$ cat config.mk
export PLATFORM = sky130hd
export DESIGN_NAME = sprite_plotter
export DESIGN_NICKNAME = d
export VERILOG_FILES = /design/src/rtl/sprite_plotter.sv
export SDC_FILE = /design/constraint.sdc
export NUM_CORES = 1
export LEC_CHECK = 0
export CORE_MARGIN = 10
export CORE_UTILIZATION = 45
export CTS_CLUSTER_DIAMETER = 100
export DETAILED_ROUTE_END_ITERATION = 16
export GPL_ROUTABILITY_DRIVEN = 0
export GPL_TIMING_DRIVEN = 0
export PLACE_DENSITY = 0.77
export SYNTH_ARGS = -nofsm -noshare
export SYNTH_HDL_FRONTEND = slang
export SYNTH_SLANG_ARGS = --single-unit
$ cat constraint.sdc
create_clock -name clock -period 9.8 [get_ports clock]
set_input_delay 1.47 -clock clock [delete_from_list [all_inputs] [get_ports clock]]
set_output_delay 1.47 -clock clock [all_outputs]
set_load 0.01 [all_outputs]
$ cat src/rtl/sprite_plotter.sv
// rtl/sprite_plotter.sv - per-move sprite redraw engine: erase old position, draw new, one pixel per clock
module sprite_plotter #(
    parameter int                                   SPRITE_SIZE  = 5,
    parameter logic [SPRITE_SIZE*SPRITE_SIZE-1:0]   SPRITE_BITS  = 25'hE79DEE,
    parameter logic [2:0]                           SPRITE_COLOR = 3'b110,
    parameter logic [2:0]                           BG_COLOR     = 3'b000,
    parameter int                                   SCREEN_W     = 160,
    parameter int                                   SCREEN_H     = 120
) (
    input  logic       clock,
    input  logic       reset,
    input  logic       start,
    input  logic [7:0] x_in,
    input  logic [8:0] y_in,
    input  logic [1:0] dir,
    output logic [7:0] x,
    output logic [8:0] y,
    output logic [2:0] color,
    output logic       plot,
    output logic       busy,
    output logic       done
);

    localparam int CW = (SPRITE_SIZE > 1) ? $clog2(SPRITE_SIZE) : 1;
    localparam int IW = (SPRITE_SIZE > 1) ? $clog2(SPRITE_SIZE * SPRITE_SIZE) : 1;
    localparam logic [CW-1:0] LAST = CW'(SPRITE_SIZE - 1);

    typedef enum logic [1:0] {
        S_IDLE,
        S_ERASE,
        S_DRAW,
        S_DONE
    } state_t;

    state_t        r_state, w_state_nxt;
    logic [CW-1:0] r_row, r_col, w_row_nxt, w_col_nxt;
    logic [7:0]    r_new_x, r_old_x, w_new_x_nxt;
    logic [8:0]    r_new_y, r_old_y, w_new_y_nxt;
    logic [1:0]    r_dir, w_dir_nxt;
    logic          r_have_old;

    logic [7:0]    r_x;
    logic [8:0]    r_y;
    logic [2:0]    r_color;
    logic          r_plot, r_busy, r_done;

    logic [7:0]    w_base_x;
    logic [8:0]    w_base_y;
    logic [8:0]    w_sum_x;
    logic [9:0]    w_sum_y;
    logic [CW-1:0] w_src_row, w_src_col;
    logic [IW-1:0] w_idx;
    logic          w_bit, w_walk, w_plot_nxt;
    logic [2:0]    w_color_nxt;

    always_comb begin
        w_state_nxt = r_state;
        w_row_nxt   = r_row;
        w_col_nxt   = r_col;
        w_new_x_nxt = r_new_x;
        w_new_y_nxt = r_new_y;
        w_dir_nxt   = r_dir;
        case (r_state)
            S_IDLE: begin
                if (start) begin
                    w_new_x_nxt = x_in;
                    w_new_y_nxt = y_in;
                    w_dir_nxt   = dir;
                    w_row_nxt   = '0;
                    w_col_nxt   = '0;
                    w_state_nxt = r_have_old ? S_ERASE : S_DRAW;
                end
            end
            S_ERASE, S_DRAW: begin
                if (r_col == LAST) begin
                    w_col_nxt = '0;
                    if (r_row == LAST) begin
                        w_row_nxt   = '0;
                        w_state_nxt = (r_state == S_ERASE) ? S_DRAW : S_DONE;
                    end else begin
                        w_row_nxt = r_row + 1'b1;
                    end
                end else begin
                    w_col_nxt = r_col + 1'b1;
                end
            end
            S_DONE:  w_state_nxt = S_IDLE;
            default: w_state_nxt = S_IDLE;
        endcase
    end

    // The pixel is computed from next-cycle walk values so it lands in the output registers
    // on the same edge that advances the walk: first pixel appears the cycle after start.
    always_comb begin
        w_walk   = (w_state_nxt == S_ERASE) || (w_state_nxt == S_DRAW);
        w_base_x = (w_state_nxt == S_ERASE) ? r_old_x : w_new_x_nxt;
        w_base_y = (w_state_nxt == S_ERASE) ? r_old_y : w_new_y_nxt;
        w_sum_x  = {1'b0, w_base_x} + 9'(w_col_nxt);
        w_sum_y  = {1'b0, w_base_y} + 10'(w_row_nxt);
        case (w_dir_nxt)
            2'd0: begin w_src_row = w_row_nxt; w_src_col = w_col_nxt;        end
            2'd1: begin w_src_row = w_row_nxt; w_src_col = LAST - w_col_nxt; end
            2'd2: begin w_src_row = w_col_nxt; w_src_col = LAST - w_row_nxt; end
            default: begin w_src_row = w_col_nxt; w_src_col = w_row_nxt;     end
        endcase
        w_idx       = IW'(int'(w_src_row) * SPRITE_SIZE + int'(w_src_col));
        w_bit       = SPRITE_BITS[w_idx];
        w_plot_nxt  = w_walk && (w_sum_x < 9'(SCREEN_W)) && (w_sum_y < 10'(SCREEN_H));
        w_color_nxt = ((w_state_nxt == S_DRAW) && w_bit) ? SPRITE_COLOR : BG_COLOR;
    end

    always_ff @(posedge clock) begin
        if (reset) begin
            r_state    <= S_IDLE;
            r_row      <= '0;
            r_col      <= '0;
            r_new_x    <= '0;
            r_new_y    <= '0;
            r_dir      <= '0;
            r_old_x    <= '0;
            r_old_y    <= '0;
            r_have_old <= 1'b0;
            r_x        <= '0;
            r_y        <= '0;
            r_color    <= '0;
            r_plot     <= 1'b0;
            r_busy     <= 1'b0;
            r_done     <= 1'b0;
        end else begin
            r_state <= w_state_nxt;
            r_row   <= w_row_nxt;
            r_col   <= w_col_nxt;
            r_new_x <= w_new_x_nxt;
            r_new_y <= w_new_y_nxt;
            r_dir   <= w_dir_nxt;
            if (r_state == S_DONE) begin
                r_old_x    <= r_new_x;
                r_old_y    <= r_new_y;
                r_have_old <= 1'b1;
            end
            if (w_walk) begin
                r_x <= w_sum_x[7:0];
                r_y <= w_sum_y[8:0];
            end
            r_color <= w_walk ? w_color_nxt : BG_COLOR;
            r_plot  <= w_plot_nxt;
            r_busy  <= w_walk;
            r_done  <= (w_state_nxt == S_DONE);
        end
    end

    assign x     = r_x;
    assign y     = r_y;
    assign color = r_color;
    assign plot  = r_plot;
    assign busy  = r_busy;
    assign done  = r_done;

endmodule

==> impl_metrics.ini <==
[status]
outcome = complete, no violations

[clocking]
clkSlewWorstSetupHoldPaths_ns = 0.07
clk_latency_ns = 0.34
numCtsBuffers = 9
cts_htree_levels = 3
cts_buffer_depth = 2
cts_sinks = 66
cts_resized = 0
cts_tree = yes
postCtsSetupBuffers = 0
ctsHoldBuffers = 0
cts-root-buf = clkbuf_8

[worst_setup_path]
worstSetupPathType = in -> reg
critPathTopFamily = buffers and inverters
critPathMaxStageDelay_ns = 0.40
crit_path_end = plot
worstPathCellList = buf_2 -> buf_2 -> nand2_1 -> o21ai_0 -> a21oi_1 -> inv_1 -> ha_1 -> buf_4 -> buf_4 -> buf_2 -> mux2i_1 -> ha_1 -> inv_1 -> fa_1 -> nor2b_1 -> nor2_1 -> nor3_1 -> and4_4 -> xor2_1 -> and4bb_1
cp-start-kind = input pin
path_common_cell = buf_2
worstReg2RegEnd = plot
cp_slowest_cell = fa_1
cp_max_fo = 10
cp.arrival_ns = 5.51
reg2reg_from = r_state[0]
r2r_slack_ns = 5.11
critPathBufInv = 7
cp-startpoint = start
critical_path.endpoint_type = flip-flop
path_depth = 20
crit_required_ns = 10.09
reg2reg_depth = 21

[cells_and_area]
final_nets = 569
diodes = 0
multiInputGateArea_um2 = 2420
drive_above_1_share = 0.0872
synthToLayoutAreaGrowth_pct = 19.0
fillers = 775
seq_area_um2 = 1320

[pwr]
leakage_uw = 0.00197
p_int_uw = 498
power.share.clock = 0.356
pwr_density_cell_nw_per_um2 = 145
p_sw_uw = 198
vdd_drop_max_mv = 0.0719
p_sw_frac = 0.285
seqPwrFrac = 0.417
combPwrFrac = 0.227

[drt]
drc = 0
viasPerCell = 5.37
drt_iter0_drc = 181
wirelength_um = 9880
vias = 3352
wl_per_cell_um = 15.8
ant_nets = 0
drtPass1Iterations = 4

[min_path]
worstHoldStart = x[2]
hold_path.class = reg -> reg

[synthesis]
async_flop_share = 0
synthMuxAreaShare = 0.128
yosysWarningCount = 0
synth-main-ff-cell = dfxtp_1
synth.avg_cell_area_um2 = 8.80
synth.net_count = 516
yosys.area_share.simple = 0.167
synthAdderAreaFrac = 0.117
ys_seq_elements = 66
ys_types = 59
seq_area_frac_synth = 0.328
synth-edff-count = 0
synth_top_family_by_area = simple AND/OR/NAND/NOR gates
syn_area_um2 = 4030
synth_xor_area_frac = 0.0391
synth-compound-area-share = 0.149
syn_inst = 458

[floorplan]
fp.dieH_um = 115
top_level_ports = 45
start_util = 0.462
rows = 34
die_w_um = 115
core_area_um2 = 8720
die_area_um2 = 13100

[timing]
holdWs_ns = 0.466
finalCriticalPeriod_ns = 5.22
tightest_slew_ns = 0.844
hold_viol = 0
report.final.slew_viol_count = 0
fmax_ghz = 0.191
fin_ws_ns = 4.58
fin_worst_skew_ns = 0.00651
tns_ns = 0
setup_viol = 0
rsz0062_at_grt = no
slew_headroom = 0.437
fin_crit_sh = 0.533

[grt]
grt_antenna_before_repair = 0
grt_first_pass_wirelength_um = 16400
grt_max_degree = 12
grt_pass1_vias = 3371
grt.total_usage = 0.154
grt-ovfl-total = 0

[placement]
io_buffers = 42
dp_slack_ns = 4.26
hpwl_um = 7670

[job]
maxCapViolCount = 0
cells in the mapped netlist (4+ instances only):
| cell type | number | area (um2) |
|---|---|---|
| xnor2_1 | 13 | 114 |
| dfxtp_1 | 66 | 1320 |
| o211ai_1 | 4 | 30.0 |
| nand4_1 | 4 | 25.0 |
| and2_1 | 4 | 25.0 |
| nor2b_1 | 5 | 31.3 |
| a21o_1 | 4 | 30.0 |
| a21oi_1 | 26 | 130 |
| clkbuf_1 | 10 | 37.5 |
| buf_4 | 5 | 37.5 |
| mux2_2 | 5 | 56.3 |
| nor2_1 | 55 | 206 |
| xor2_1 | 5 | 43.8 |
| o21ai_0 | 8 | 40.0 |
| inv_1 | 40 | 150 |
| a211oi_1 | 8 | 60.1 |
| buf_2 | 4 | 20.0 |
| ha_1 | 33 | 413 |
| nand2_1 | 51 | 191 |
| mux2i_1 | 43 | 430 |
| nand2b_1 | 4 | 25.0 |
per-stage QoR:
| step | util | std cells | power, uW | instance area (um2) |
|---|---|---|---|---|
| global placement | 0.526 | 608 | 448 | 4590 |
| CTS | 0.550 | 624 | 700 | 4800 |
| global route | 0.550 | 624 | 730 | 4800 |
| detailed placement | 0.526 | 608 | 454 | 4590 |
| floorplan | - | 458 | 399 | 4030 |
| finish | 0.550 | 624 | 696 | 4800 |
worst min-delay path, cell delays in order, from the launching register on:
cell and delay (ns):
dfxtp_1 0.31, nand2_1 0.06, a21oi_1 0.05
how the worst min path moves through the flow:
stage                            end  slack (ns)  depth (start not counted)
after floorplan           r_have_old        0.43                          2
after global placement    r_have_old        0.45                          2
after detailed placement        x[2]        0.45                          2
after CTS                       x[2]        0.47                          2
after global routing      r_new_x[5]        0.50                          2
final                           x[2]        0.47                          2
power by group through the flow:
stage          registers (uW)  clock network (uW)  logic [uW]
6_report                  290                 248         158
5_1_grt                   292                 262         176
4_1_cts                   290                 252         158
3_5_place_dp              296                   0         157
3_3_place_gp              296                   0         152
2_1_floorplan             298                   0         101
layer usage:
layer	track usage	routed length, um	vias to the layer above
met3	0.0236	415	18
met2	0.253	4730	114
met4	0.0810	265	0
met5	0	0	-
li1	-	-	1668
met1	0.190	4470	1552
flip-flops by register name (all words and copies together), names as in the netlist:
name and cells:
color 1, x 8, r_row 3, r_dir 2, plot 1, r_col 3, y 9, r_state 2
r_new_y 9, done 1, r_new_x 8, r_have_old 1, r_old_x 8, r_old_y 9, busy 1
layout by cell type (no fill, tap or decap), types with 3 or more instances in the layout:
cell	instances
fa_1	3
a221oi_2	3
o21ai_0	8
clkbuf_1	12
nand3_1	3
inv_1	40
and2_1	4
clkbuf_8	9
nand4_1	4
dfxtp_1	66
xnor2_1	13
a21oi_1	26
xor2_1	5
nor2_1	55
buf_2	4
buf_6	3
ha_1	33
o21a_1	3
nor2b_1	5
a211oi_1	8
nand2_1	51
a21o_1	4
nand2b_1	4
nand4b_1	3
buf_4	5
o211ai_1	4
clkdlybuf4s50_1	42
mux2i_1	43
mux2_2	5
cell families after synthesis:
group | after synthesis
DFF | 66
buffers and inverters | 64
AOI/OAI and AO/OA | 78
muxes | 50
other | 1
xor gates and xnor gates | 18
adders and majority gates | 36
and+or+nand+nor | 145
cell type report:
class                      count  area share
timing repair buffer          42      0.0876
tap                          108      0.0282
clock inverter                 5      0.0164
buffer                        24      0.0284
clock buffer                  11      0.0274
sequential                    66       0.275
inverter                      40      0.0313
multi-input combinational    328       0.505
No activity file was read; power rests on OpenSTA's default activity.
